File: config.mk
export PLATFORM = sky130hd
export DESIGN_NAME = sequence_generator
export DESIGN_NICKNAME = d
export VERILOG_FILES = /design/src/rtl/seq_gen_pkg.sv /design/src/rtl/seq_down_counter.sv /design/src/rtl/sequence_generator.sv
export SDC_FILE = /design/constraint.sdc
export NUM_CORES = 1
export LEC_CHECK = 0
export BUFFER_PORTS_ARGS = -buffer_cell sky130_fd_sc_hd__buf_2
export CORE_MARGIN = 4
export CORE_UTILIZATION = 56
export DETAILED_ROUTE_END_ITERATION = 16
export PLACE_DENSITY_LB_ADDON = 0.12
export REMOVE_ABC_BUFFERS = 1
export SLEW_MARGIN = 30
export SYNTH_ARGS = -nofsm -noshare
export SYNTH_HDL_FRONTEND = slang
export SYNTH_HIERARCHICAL = 1
export SYNTH_SLANG_ARGS = --single-unit
File: constraint.sdc
create_clock -name clk -period 2.2 [get_ports clk]
set_input_delay 0 -clock clk [delete_from_list [all_inputs] [get_ports clk]]
set_output_delay 0 -clock clk [all_outputs]
set_load 0.005 [all_outputs]
File: src/rtl/seq_gen_pkg.sv
`default_nettype none
// ============================================================================
// Module      : seq_gen_pkg
// Description : Shared types and default sizes for the serial pattern
//               sequence generator.
// Revision    : 1.0 - initial release
// ============================================================================
package seq_gen_pkg;

  // Default pattern length and counter width
  localparam int DEF_PAT_W = 4;
  localparam int DEF_CNT_W = 4;

  // Transmit controller states
  typedef enum logic [1:0] {
    IDLE = 2'd0,
    SEND = 2'd1,
    GAP  = 2'd2,
    DONE = 2'd3
  } state_t;

  // Width of a bit-index counter able to hold PAT_W-1
  function automatic int idx_width(input int pat_w);
    return (pat_w <= 2) ? 1 : $clog2(pat_w);
  endfunction

endpackage
`default_nettype wire

File: src/rtl/seq_down_counter.sv
`default_nettype none
// ============================================================================
// Module      : seq_down_counter
// Description : Loadable down counter with zero flag. Load has priority
//               over decrement.
// Revision    : 1.0 - initial release
// ============================================================================
module seq_down_counter #(
  parameter int WIDTH = 4
) (
  input  logic             clk,
  input  logic             reset,
  input  logic             load,
  input  logic [WIDTH-1:0] load_val,
  input  logic             dec,
  output logic [WIDTH-1:0] count,
  output logic             zero
);

  // Counter register: reset clears, load overrides decrement
  always_ff @(posedge clk) begin
    if (reset) begin
      count <= '0;
    end else if (load) begin
      count <= load_val;
    end else if (dec) begin
      count <= count - WIDTH'(1);
    end
  end

  assign zero = (count == '0);

endmodule
`default_nettype wire

File: src/rtl/sequence_generator.sv
`default_nettype none
// ============================================================================
// Module      : sequence_generator
// Description : Serializes a latched pattern MSB first, repeat_cnt times,
//               with gap_len zero bits between frames, then pulses done.
//               All outputs are registered.
// Revision    : 1.0 - initial release
// ============================================================================
module sequence_generator
  import seq_gen_pkg::*;
#(
  parameter int PAT_W = DEF_PAT_W,
  parameter int CNT_W = DEF_CNT_W
) (
  input  logic             clk,
  input  logic             reset,
  input  logic             start,
  input  logic [PAT_W-1:0] pattern,
  input  logic [CNT_W-1:0] repeat_cnt,
  input  logic [CNT_W-1:0] gap_len,
  output logic             out_bit,
  output logic             bit_valid,
  output logic             busy,
  output logic             done
);

  localparam int IDX_W = idx_width(PAT_W);
  localparam logic [IDX_W-1:0] LAST_IDX = IDX_W'(PAT_W - 1);

  state_t state, state_next;

  // Latched transmission parameters
  logic [PAT_W-1:0] pat_latched;
  logic [CNT_W-1:0] gap_latched;
  logic             latch;

  // Counter controls and status
  logic             bit_load, bit_dec, bit_zero;
  logic [IDX_W-1:0] bit_cnt;
  logic [IDX_W-1:0] bit_prev;
  logic             frm_load, frm_dec, frm_zero;
  logic [CNT_W-1:0] frm_cnt;
  logic [CNT_W-1:0] frm_load_val;
  logic             gap_load, gap_dec, gap_zero;
  logic [CNT_W-1:0] gap_cnt;
  logic [CNT_W-1:0] gap_load_val;

  // Next values of the registered outputs
  logic out_bit_next, bit_valid_next, busy_next, done_next;

  // The frame and gap counters are only consulted through their zero flags
  logic unused_counts;
  assign unused_counts = ^{frm_cnt, gap_cnt};

  // bit_cnt holds the index of the bit currently on out_bit
  assign bit_prev     = bit_cnt - IDX_W'(1);
  // Frame and gap counters hold "remaining after the current one"
  assign frm_load_val = repeat_cnt - CNT_W'(1);
  assign gap_load_val = gap_latched - CNT_W'(1);

  seq_down_counter #(.WIDTH(IDX_W)) u_bit_cnt (
    .clk      (clk),
    .reset    (reset),
    .load     (bit_load),
    .load_val (LAST_IDX),
    .dec      (bit_dec),
    .count    (bit_cnt),
    .zero     (bit_zero)
  );

  seq_down_counter #(.WIDTH(CNT_W)) u_frm_cnt (
    .clk      (clk),
    .reset    (reset),
    .load     (frm_load),
    .load_val (frm_load_val),
    .dec      (frm_dec),
    .count    (frm_cnt),
    .zero     (frm_zero)
  );

  seq_down_counter #(.WIDTH(CNT_W)) u_gap_cnt (
    .clk      (clk),
    .reset    (reset),
    .load     (gap_load),
    .load_val (gap_load_val),
    .dec      (gap_dec),
    .count    (gap_cnt),
    .zero     (gap_zero)
  );

  // State, latched parameters and registered outputs
  always_ff @(posedge clk) begin
    if (reset) begin
      state       <= IDLE;
      pat_latched <= '0;
      gap_latched <= '0;
      out_bit     <= 1'b0;
      bit_valid   <= 1'b0;
      busy        <= 1'b0;
      done        <= 1'b0;
    end else begin
      state     <= state_next;
      out_bit   <= out_bit_next;
      bit_valid <= bit_valid_next;
      busy      <= busy_next;
      done      <= done_next;
      if (latch) begin
        pat_latched <= pattern;
        gap_latched <= gap_len;
      end
    end
  end

  // Next-state, counter control and next-output decode
  always_comb begin
    state_next     = state;
    latch          = 1'b0;
    bit_load       = 1'b0;
    bit_dec        = 1'b0;
    frm_load       = 1'b0;
    frm_dec        = 1'b0;
    gap_load       = 1'b0;
    gap_dec        = 1'b0;
    out_bit_next   = 1'b0;
    bit_valid_next = 1'b0;
    busy_next      = 1'b0;
    done_next      = 1'b0;

    unique case (state)
      IDLE: begin
        if (start && (repeat_cnt != '0)) begin
          // MSB goes straight from the input so it appears next cycle
          latch          = 1'b1;
          bit_load       = 1'b1;
          frm_load       = 1'b1;
          state_next     = SEND;
          out_bit_next   = pattern[PAT_W-1];
          bit_valid_next = 1'b1;
          busy_next      = 1'b1;
        end
      end

      SEND: begin
        if (!bit_zero) begin
          bit_dec        = 1'b1;
          out_bit_next   = pat_latched[bit_prev];
          bit_valid_next = 1'b1;
          busy_next      = 1'b1;
        end else if (frm_zero) begin
          state_next = DONE;
          done_next  = 1'b1;
        end else begin
          frm_dec        = 1'b1;
          bit_valid_next = 1'b1;
          busy_next      = 1'b1;
          if (gap_latched != '0) begin
            gap_load   = 1'b1;
            state_next = GAP;
          end else begin
            bit_load     = 1'b1;
            out_bit_next = pat_latched[PAT_W-1];
          end
        end
      end

      GAP: begin
        bit_valid_next = 1'b1;
        busy_next      = 1'b1;
        if (gap_zero) begin
          bit_load     = 1'b1;
          state_next   = SEND;
          out_bit_next = pat_latched[PAT_W-1];
        end else begin
          gap_dec = 1'b1;
        end
      end

      DONE: begin
        state_next = IDLE;
      end

      default: begin
        state_next = IDLE;
      end
    endcase
  end

endmodule
`default_nettype wire

==> metrics.csv <==
metric,value,unit
status,completed,
ir_drop,0.518,mV
gp_congestion,0.750,
clk_pin_slew,0.12,ns
p_leak,0.000688,uW
drc,0,
power.density,748,mW/mm^2
finalNetCount,197,
synth_common_cells,"dfxtp_1, inv_1, nor2_1",
drv_slew,0,
viasPerCell,5.18,
clock_path_buffers,2,
slew_headroom,49.1,%
netlist_top_cells_area,"dfxtp_1, mux2i_1, inv_1",
coreArea,0.00225,mm^2
final_antenna_net_count,0,
synth.most_common_cell,dfxtp_1,
synth_warnings,6,
synth-async-reset-ratio,0,%
grt_pass1_wl,4490,um
grt_pass1_vias,1015,
startpoint_type,register,
synth-edff-count,0,
ys_types,35,
hpwl,1880,um
min_period_over_period,89.8,%
diodes,0,
syn_inst,149,
overflow,0,
dr_total_vias,1056,
ys_seq_area_share,34.2,%
layout-drive-gt1-share,19.9,%
numClockSinks,23,
h-tree-depth,1,
crit_path_end_kind,register,
areaGrowthSynthToFinish,15.9,%
synthFlopType,dfxtp_1,
synth.top_cell.area_share,34.2,%
cts_tree,built,
hold_viol_final,0,
drv_cap,0,
die_w,57.1,um
synth_top_cell_by_area,dfxtp_1,
antenna_found_initial,0,
first_pass_iters,4,
arrival,2.22,ns
critPathMaxFanout,7,
routedWlPerCell,12.3,um
synth.cell_area,0.00135,mm^2
cts_root_buffer,clkbuf_4,
period_minus_slack,1.98,ns
ys_ff_latch,23,
r2r_setup_slack,0.22,ns
die_area,0.00326,mm^2
worstPathRequired,2.44,ns
clk_latency,0.31,ns
finClkSkew,0.00475,ns
worst-slew-pin-transition,0.758,ns
hp-class,input port to register,
rsz0062_at_grt,false,
drt-initial-drc-count,25,
io_buffers,18,
chipHeight,57.1,um
setup_violations,0,
initial_utilization,59.8,%
fmax,506,MHz
grt_max_degree,26,
synth_area_per_cell,9.04,um^2
grt_util_all_layers,17.5,%
rows,17,
critPathKind,register to register,
cts_buffers,3,
fin_util,69.3,%
io_pins,19,
wirelength,2510,um
setup_tns,0,ns
## through the flow
stage | instance area, um^2 | std cells | setup WS (ns) | hold slack, ns | power, uW
after floorplan | 1310 | 144 | 0.286 | 0.0646 | 858
after global placement | 1450 | 192 | 0.304 | 0.234 | 950
after detailed placement | 1450 | 192 | 0.199 | 0.242 | 964
after CTS | 1560 | 204 | 0.174 | 0.0375 | 1170
after global routing | 1560 | 204 | 0.0614 | 0.0451 | 1260
final | 1560 | 204 | 0.223 | 0.0408 | 1170
## power breakdown
| part | total (uW) | internal [uW] | switching [uW] |
|---|---|---|---|
| Sequential | 550 | 478 | 71.8 |
| Clock | 195 | 70.8 | 124 |
| Combinational | 424 | 208 | 216 |
## critical path: stages (launching register included)
cell and delay, ns:
dfxtp_1 0.44, inv_1 0.07, ha_1 0.20, nor3b_2 0.18, nor2_1 0.42, nand2_1 0.09, o21ai_0 0.22, inv_1 0.11
a211oi_2 0.19
## kinds of logic (layout without fill, tap and decap cells)
family	Yosys count	in the layout	share of synthesized area, %
adders and majority gates	5	5	4.64
xor gates and xnor gates	11	11	7.15
muxes	13	13	9.66
DFF	23	23	34.2
AOI/OAI and AO/OA	26	26	14.5
and+or+nand+nor	45	45	21.3
buffers and inverters	25	51	8.36
other	1	2	0.278
## layout make-up
class                           instances  area [um^2]
Inverter                               19         71.3
Tap cell                               28         35.0
Sequential cell                        23          460
Clock buffer                            4         26.3
Timing Repair Buffer                   28          185
Fill cell                             183          693
Multi-Input combinational cell        102          783
## routing by layer
| layer | vias up | global-route usage (%) | routed length (um) |
|---|---|---|---|
| li1 | 549 | - | - |
| met1 | 479 | 23.1 | 1160 |
| met2 | 24 | 28.9 | 1220 |
| met3 | 4 | 2.04 | 99 |
| met4 | 0 | 6.95 | 34 |
| met5 | - | 0 | 0 |
## flip-flops by register name, indices dropped and copies added (netlist names)
name / count
pat_latched: 4
busy: 1
out_bit: 1
state: 2
u_gap_cnt/count: 4
u_bit_cnt/count: 2
done: 1
u_frm_cnt/count: 4
gap_latched: 4
## layout by cell type, fill, tap and decap left out, drive strengths merged, types with 4 or more instances in the layout
cell type and count:
inv 19, buf 20, dfxtp 23, mux2i 13, nor3b 5, ha 5, dlygate4sd3 8, nand2 6
a21oi 10, nor2 18, nor3 5, clkbuf 4, xor2 8, o21a 4
## what timing repair did
action / 4_1_cts / 5_1_grt
hold buffers: 8 / 0
resized for setup: 0 / 1
setup endpoints to repair: 0 / 1
buffers inserted: 0 / 0
endpoints found under the hold margin: 8 / 0
## worst paths after layout
kind	cells past startpoint	end	from
worst max-delay path	8	u_bit_cnt/count[0]$_SDFFE_PP0P_	u_frm_cnt/count[0]$_SDFFE_PP0P_
worst min-delay path	4	u_frm_cnt/count[0]$_SDFFE_PP0P_	repeat_cnt[0]
worst max register to register	8	u_bit_cnt/count[0]$_SDFFE_PP0P_	u_frm_cnt/count[0]$_SDFFE_PP0P_
worst min register to register	2	pat_latched[3]$_SDFFE_PP0N_	pat_latched[3]$_SDFFE_PP0N_
No activity file was read; power rests on OpenSTA's default activity.
